`config.mk`:
```
export PLATFORM = sky130hd
export DESIGN_NAME = sync_dual_port_ram_flat
export DESIGN_NICKNAME = d
export VERILOG_FILES = /design/src/rtl/sync_dual_port_ram_if.sv /design/src/rtl/sync_dual_port_ram.sv /design/src/flat_wrapper.sv
export SDC_FILE = /design/constraint.sdc
export NUM_CORES = 1
export LEC_CHECK = 0
export CAP_MARGIN = 10
export CORE_ASPECT_RATIO = 1.1
export CORE_MARGIN = 2
export CORE_UTILIZATION = 40
export CTS_CLUSTER_SIZE = 24
export DETAILED_ROUTE_END_ITERATION = 8
export DONT_BUFFER_PORTS = 1
export PLACE_DENSITY = 0.64
export RECOVER_POWER = 50
export SYNTH_ARGS = -nofsm -noshare
export SYNTH_HDL_FRONTEND = slang
export SYNTH_SLANG_ARGS = --single-unit
```
`constraint.sdc`:
```
create_clock -name clk -period 2.9 [get_ports clk]
set_clock_uncertainty 0.15 [all_clocks]
set_input_delay 0.29 -clock clk [delete_from_list [all_inputs] [get_ports clk]]
set_output_delay 0.29 -clock clk [all_outputs]
set_load 0.05 [all_outputs]
```
`src/rtl/sync_dual_port_ram_if.sv`:
```
// Bus bundle for the dual-port RAM: two access ports plus status flags.
// The RAM takes the slave side; the requester takes the master side.
interface sync_dual_port_ram_if #(
    parameter int DATA_W = 16,
    parameter int ADDR_W = 3
);
    localparam int NB = DATA_W / 8;

    logic              en_a;
    logic              we_a;
    logic [NB-1:0]     be_a;
    logic [ADDR_W-1:0] addr_a;
    logic [DATA_W-1:0] din_a;
    logic [DATA_W-1:0] dout_a;
    logic              valid_a;

    logic              en_b;
    logic              we_b;
    logic [NB-1:0]     be_b;
    logic [ADDR_W-1:0] addr_b;
    logic [DATA_W-1:0] din_b;
    logic [DATA_W-1:0] dout_b;
    logic              valid_b;

    logic              init_busy;
    logic              collision;

    modport master (
        output en_a, we_a, be_a, addr_a, din_a,
        output en_b, we_b, be_b, addr_b, din_b,
        input  dout_a, valid_a, dout_b, valid_b,
        input  init_busy, collision
    );

    modport slave (
        input  en_a, we_a, be_a, addr_a, din_a,
        input  en_b, we_b, be_b, addr_b, din_b,
        output dout_a, valid_a, dout_b, valid_b,
        output init_busy, collision
    );
endinterface

```
`src/rtl/sync_dual_port_ram.sv`:
```
// True dual-port RAM with byte-masked writes, selectable read-during-write,
// optional output register, post-reset clear sequencer and collision flag.
module sync_dual_port_ram #(
    parameter int                DATA_W   = 16,
    parameter int                ADDR_W   = 3,
    parameter int                RD_MODE  = 0,
    parameter int                OUT_REG  = 0,
    parameter logic [DATA_W-1:0] INIT_VAL = '0
) (
    input  logic                 clk,
    input  logic                 rst,
    sync_dual_port_ram_if.slave  bus
);
    localparam int DEPTH = 1 << ADDR_W;
    localparam int NB    = DATA_W / 8;

    typedef enum logic {
        IDLE,
        CLEAR
    } state_t;

    state_t            state_q, state_d;
    logic [ADDR_W-1:0] cnt_q, cnt_d;
    logic [DATA_W-1:0] mem_q [DEPTH];

    logic              clr_we;
    logic              acc_a, acc_b;
    logic              wr_a, wr_b;
    logic              same_addr;
    logic [DATA_W-1:0] mask_a, mask_b;
    logic [DATA_W-1:0] old_a, old_b;
    logic [DATA_W-1:0] new_a, new_b;
    logic [DATA_W-1:0] rd_a, rd_b;

    logic              v1_a_q, v1_a_d, v1_b_q, v1_b_d;
    logic              v2_a_q, v2_a_d, v2_b_q, v2_b_d;
    logic [DATA_W-1:0] d1_a_q, d1_a_d, d1_b_q, d1_b_d;
    logic [DATA_W-1:0] d2_a_q, d2_a_d, d2_b_q, d2_b_d;
    logic              col_q, col_d;

    function automatic logic [DATA_W-1:0] expand(
        input logic [NB-1:0] be
    );
        logic [DATA_W-1:0] m;
        m = '0;
        for (int i = 0; i < NB; i++) begin
            m[8*i +: 8] = {8{be[i]}};
        end
        return m;
    endfunction

    // Clear sequencer; rst gates the write so memory is untouched in reset
    always_comb begin
        state_d = state_q;
        cnt_d   = cnt_q;
        clr_we  = 1'b0;
        case (state_q)
            CLEAR: begin
                clr_we = ~rst;
                cnt_d  = cnt_q + ADDR_W'(1);
                if (&cnt_q) begin
                    state_d = IDLE;
                end
            end
            default: ;
        endcase
    end

    always_comb begin
        acc_a     = bus.en_a & (state_q == IDLE);
        acc_b     = bus.en_b & (state_q == IDLE);
        wr_a      = acc_a & bus.we_a;
        wr_b      = acc_b & bus.we_b;
        same_addr = bus.addr_a == bus.addr_b;
        mask_a    = expand(bus.be_a);
        mask_b    = expand(bus.be_b);
        old_a     = mem_q[bus.addr_a];
        old_b     = mem_q[bus.addr_b];
        new_b     = (old_b & ~mask_b) | (bus.din_b & mask_b);
        // A merges on top of B's result so overlapping bytes go to A
        new_a     = ((wr_b && same_addr) ? new_b : old_a) & ~mask_a;
        new_a     = new_a | (bus.din_a & mask_a);
        rd_a      = old_a;
        rd_b      = old_b;
        if (RD_MODE == 1 && wr_a) begin
            rd_a = (old_a & ~mask_a) | (bus.din_a & mask_a);
        end
        if (RD_MODE == 1 && wr_b) begin
            rd_b = new_b;
        end
    end

    always_ff @(posedge clk) begin
        if (clr_we) begin
            mem_q[cnt_q] <= INIT_VAL;
        end else begin
            if (wr_b) begin
                mem_q[bus.addr_b] <= new_b;
            end
            if (wr_a) begin
                mem_q[bus.addr_a] <= new_a;
            end
        end
    end

    always_comb begin
        v1_a_d = acc_a;
        v1_b_d = acc_b;
        d1_a_d = acc_a ? rd_a : d1_a_q;
        d1_b_d = acc_b ? rd_b : d1_b_q;
        v2_a_d = v1_a_q;
        v2_b_d = v1_b_q;
        d2_a_d = v1_a_q ? d1_a_q : d2_a_q;
        d2_b_d = v1_b_q ? d1_b_q : d2_b_q;
        col_d  = acc_a & acc_b & same_addr
               & ((wr_a & |bus.be_a) | (wr_b & |bus.be_b));
    end

    always_ff @(posedge clk or posedge rst) begin
        if (rst) begin
            state_q <= CLEAR;
            cnt_q   <= '0;
            v1_a_q  <= 1'b0;
            v1_b_q  <= 1'b0;
            v2_a_q  <= 1'b0;
            v2_b_q  <= 1'b0;
            d1_a_q  <= '0;
            d1_b_q  <= '0;
            d2_a_q  <= '0;
            d2_b_q  <= '0;
            col_q   <= 1'b0;
        end else begin
            state_q <= state_d;
            cnt_q   <= cnt_d;
            v1_a_q  <= v1_a_d;
            v1_b_q  <= v1_b_d;
            v2_a_q  <= v2_a_d;
            v2_b_q  <= v2_b_d;
            d1_a_q  <= d1_a_d;
            d1_b_q  <= d1_b_d;
            d2_a_q  <= d2_a_d;
            d2_b_q  <= d2_b_d;
            col_q   <= col_d;
        end
    end

    assign bus.dout_a    = (OUT_REG != 0) ? d2_a_q : d1_a_q;
    assign bus.dout_b    = (OUT_REG != 0) ? d2_b_q : d1_b_q;
    assign bus.valid_a   = (OUT_REG != 0) ? v2_a_q : v1_a_q;
    assign bus.valid_b   = (OUT_REG != 0) ? v2_b_q : v1_b_q;
    assign bus.collision = col_q;
    assign bus.init_busy = (state_q == CLEAR);
endmodule

```
`src/flat_wrapper.sv`:
```
// flat-port wrapper written by rule: the top's interface ports become plain ports
module sync_dual_port_ram_flat 
#(
    parameter int                DATA_W   = 16,
    parameter int                ADDR_W   = 3,
    parameter int                RD_MODE  = 0,
    parameter int                OUT_REG  = 0,
    parameter logic [DATA_W-1:0] INIT_VAL = '0
)
  (clk, rst, bus_en_a, bus_we_a, bus_be_a, bus_addr_a, bus_din_a, bus_en_b, bus_we_b, bus_be_b, bus_addr_b, bus_din_b, bus_dout_a, bus_valid_a, bus_dout_b, bus_valid_b, bus_init_busy, bus_collision);
  sync_dual_port_ram_if #(.DATA_W(DATA_W), .ADDR_W(ADDR_W)) bus_i ();
  input  logic clk;
  input  logic rst;
  input wire logic [$bits(bus_i.en_a)-1:0] bus_en_a;
  input wire logic [$bits(bus_i.we_a)-1:0] bus_we_a;
  input wire logic [$bits(bus_i.be_a)-1:0] bus_be_a;
  input wire logic [$bits(bus_i.addr_a)-1:0] bus_addr_a;
  input wire logic [$bits(bus_i.din_a)-1:0] bus_din_a;
  input wire logic [$bits(bus_i.en_b)-1:0] bus_en_b;
  input wire logic [$bits(bus_i.we_b)-1:0] bus_we_b;
  input wire logic [$bits(bus_i.be_b)-1:0] bus_be_b;
  input wire logic [$bits(bus_i.addr_b)-1:0] bus_addr_b;
  input wire logic [$bits(bus_i.din_b)-1:0] bus_din_b;
  output wire logic [$bits(bus_i.dout_a)-1:0] bus_dout_a;
  output wire logic [$bits(bus_i.valid_a)-1:0] bus_valid_a;
  output wire logic [$bits(bus_i.dout_b)-1:0] bus_dout_b;
  output wire logic [$bits(bus_i.valid_b)-1:0] bus_valid_b;
  output wire logic [$bits(bus_i.init_busy)-1:0] bus_init_busy;
  output wire logic [$bits(bus_i.collision)-1:0] bus_collision;
  assign bus_i.en_a = bus_en_a;
  assign bus_i.we_a = bus_we_a;
  assign bus_i.be_a = bus_be_a;
  assign bus_i.addr_a = bus_addr_a;
  assign bus_i.din_a = bus_din_a;
  assign bus_i.en_b = bus_en_b;
  assign bus_i.we_b = bus_we_b;
  assign bus_i.be_b = bus_be_b;
  assign bus_i.addr_b = bus_addr_b;
  assign bus_i.din_b = bus_din_b;
  assign bus_dout_a = bus_i.dout_a;
  assign bus_valid_a = bus_i.valid_a;
  assign bus_dout_b = bus_i.dout_b;
  assign bus_valid_b = bus_i.valid_b;
  assign bus_init_busy = bus_i.init_busy;
  assign bus_collision = bus_i.collision;
  sync_dual_port_ram #(.DATA_W(DATA_W), .ADDR_W(ADDR_W), .RD_MODE(RD_MODE), .OUT_REG(OUT_REG), .INIT_VAL(INIT_VAL)) u_core (.clk(clk), .rst(rst), .bus(bus_i));
endmodule
```
==> qor.csv, run 1 <==
stage;metric;value;unit
status;status;finished clean;
run;drv_cap;0;
worst_setup_path;crit_path_top_delay_cell;or4_4;
cts;cts_root_buffer;clkbuf_16;
placed_design;pre_cts_slack;120.0;ps
worst_setup_path;required;2920;ps
grt;grt_usage;24.23;%
yosys;synth_top_area_share;39.32;%
drt;drt_wl_total;30920;um
grt;grt_pass1_vias;7645;
cts;post_cts_buffers;0;
yosys;ys_top_cells_by_area;edfxtp_1 39%, dfrtp_1 9.7%, mux4_2 6.9%;
yosys;syn_inst;907;
floorplan;die_y;168.0;um
yosys;ys_types;68;
finish;final_common_cell;nand2_1;
sta;fin_tns_setup;0;ps
yosys;syn-cell-area;0.009774;mm^2
yosys;synth_edf_count;128;
sta;worst_pin_slew;1322;ps
worst_setup_path;cp_common_cell;o21ai_1;
drt;wl_met1;12060;um
cts;htreeDepth;4;
finish;mostFrequentLayoutCells;139 x nand2_1, 128 x edfxtp_1, 100 x o21ai_0, 86 x nand3_1, 42 x o21ai_1;
yosys;yosys_most_used_dff;edfxtp_1;
worst_setup_path;slowest_delay;710;ps
sta;max_freq;360.1;MHz
placed_design;dp_hpwl;20050;um
worst_setup_path;critPathTopFamily;simple AND/OR/NAND/NOR gates;
grt;antenna_found_initial;0;
sta;setup_slack;123.4;ps
sta;finalHoldViolations;0;
sta;finalCritPeriodShare;95.75;%
worst_setup_path;path_buf_inv;0;
worst_setup_path;cp-end-kind;flop;
finish;fin_nets;957;
floorplan;rows;60;
finish;nFillCells;2226;
cts;cts_tree;built;
yosys;synth_nets;957;
drt;topRoutingLayerUsed;met4;
power;powerDensity;532.4;mW/mm^2
cts;clkTransAtPathRegs;60;ps
power;vdd_ir_drop_max;0.4188;mV
worst_setup_path;crit_type;flop to flop;
drt;wl_per_cell;25.13;um
worst_setup_path;critPathLaunchType;flop;
drt;first_pass_iters;5;
sta;hold_slack;25.46;ps
power;leakagePower;3.799;nW
worst_setup_path;worstPathArrival;2800;ps
floorplan;initial_core_util;40.31;%
drt;drt_iter0_markers;848;
floorplan;fp.dieArea;0.02570;mm^2
cts;clockBufferDepth;2;
cts;numCtsBuffers;17;
floorplan;io_pins;84;
sta;maxSlewViolCount;0;
worst_hold_path;hold_path.class;input port to flop;
grt;overflow;0;
yosys;synth_top_area_cell;edfxtp_1;
cts;cts_resized;0;
sta;max_slew_margin;11.86;%
drt;antenna_left;0;
drt;drc_errors;0;
drt;wl_met3;3407;um
cts;insertion_delay;440;ps
yosys;ys_ff_latch;167;
sta;rsz0062_at_grt;no;
worst_setup_path;path_max_fanout;15;
grt;grt_start_max_net_pins;61;
drt;via_per_inst;6.305;
yosys;avgSynthCellArea;10.78;um^2
sta;setup_viol;0;
yosys;ys_seq_area_share;49.32;%
finish;n_antenna_cell;0;
placed_design;port_buffers;0;
yosys;async_flop_share;23.35;%
finish;drive_gt1_share;19.57;%
placed_design;place.gp.congestion;0.8647;
floorplan;core_region_area;0.02425;mm^2
yosys;ys_warn_count;0;
finish;multi_input_area;0.004548;mm^2
floorplan;die_w;153.0;um
finish;seq_area;0.004821;mm^2
worst_setup_path;crit_path_cell_trace;nand3b_4 > or4_4 > or2b_1 > o21ai_1 > a211oi_2 > o21ai_1;
grt;grt_pass1_wl;46710;um
finish;area_growth;9.896;%
sta;period_minus_slack;2777;ps
drt;dr_total_vias;7755;
cts;cts.sinks;167;
cts;cts_hold_buf;6;
drt;route.met2.wl;14310;um
[cells by family after synthesis]
family          count (synthesis)  synth area share, %
xor+xnor                        4               0.3584
fa+ha+maj                       2               0.2560
compound gates                257                17.59
flops                         167                49.32
mux                           100                14.45
simple gates                  291                13.82
buf+inv                        86                4.199
[final timing paths]
kind                                                start                                to  slack [ps]  cells past startpoint
max                        u_core.bus.init_busy$_DFF_PP1_      u_core.mem_q[5][3]$_DFFE_PP_         120                      6
min                                              bus_we_a    u_core.bus.collision$_DFF_PP0_          30                      4
max reg2reg                u_core.bus.init_busy$_DFF_PP1_      u_core.mem_q[5][3]$_DFFE_PP_         120                      6
min reg2reg                   u_core.cnt_q[0]$_DFFE_PP0P_       u_core.cnt_q[0]$_DFFE_PP0P_         410                      1
max in group asynchronous                             rst  u_core.bus.dout_a[5]$_DFFE_PP0N_        1340                      3
min in group asynchronous                             rst       u_core.cnt_q[1]$_DFFE_PP0P_         550                      3
[report_power, final]
part           switching, W  internal, W
Clock              0.000936      0.00113
Combinational      0.000425     0.000284
Sequential         0.000261      0.00268
Total               0.00162      0.00410
[Yosys cell counts (9+ instances only)]
library cell,n
a31oi_1,9
nor2_1,22
nand3_1,86
mux4_2,30
buf_1,11
o21ai_0,103
clkbuf_1,46
o31ai_1,13
mux2i_1,41
buf_2,10
dfrtp_1,38
a22o_1,11
o21ai_1,40
o21ai_2,16
edfxtp_1,128
o22ai_1,9
mux2_2,29
nand2_1,139
[worst reg2reg max path: cells and delay by family, from the launching register on]
| kind | cells | cell delay (ps) |
|---|---|---|
| flops | 1 | 400 |
| simple gates | 3 | 1220 |
| compound gates | 3 | 740 |
[through the flow]
stage,utilization (%),cells,instance area (um^2),power [W]
after CTS,44.62,1230,10820,0.005734
after floorplan,-,907,9774,0.003537
after detailed placement,42.22,1192,10240,0.003694
after global placement,42.22,1192,10240,0.003678
final,44.30,1230,10740,0.005719
after global routing,44.30,1230,10740,0.005889
[metal layers]
| metal | GRT usage, % | vias to the layer above |
|---|---|---|
| li1 | - | 3439 |
| met1 | 31.30 | 3790 |
| met2 | 37.89 | 450 |
| met3 | 7.310 | 76 |
| met4 | 10.51 | 0 |
| met5 | 0 | - |
[sequential cells by signal (all words and copies together) (netlist names)]
register              flops
u_core.bus.collision      1
u_core.bus.dout_a        16
u_core.bus.dout_b        16
u_core.bus.init_busy      1
u_core.bus.valid_a        1
u_core.bus.valid_b        1
u_core.cnt_q              3
u_core.mem_q            128
[layout make-up]
cell class	count	share of cell area (%)
Clock buffer	23	4.356
Clock inverter	9	0.4892
Inverter	8	0.3029
Multi-Input combinational cell	654	42.34
Sequential cell	167	44.88
Tap cell	310	3.611
Timing Repair Buffer	59	4.019
(Power assumes the default switching activity.)
==> run 2: changes to the inputs <==
--- a/config.mk
+++ b/config.mk
@@ -9,7 +9,7 @@
 export CORE_ASPECT_RATIO = 1.1
 export CORE_MARGIN = 2
 export CORE_UTILIZATION = 40
-export CTS_CLUSTER_SIZE = 24
+export CTS_CLUSTER_SIZE = 25
 export DETAILED_ROUTE_END_ITERATION = 8
 export DONT_BUFFER_PORTS = 1
 export PLACE_DENSITY = 0.64
==> results of run 2 <==
No change in the layout: final DEF, timing and power equal those of run 1.
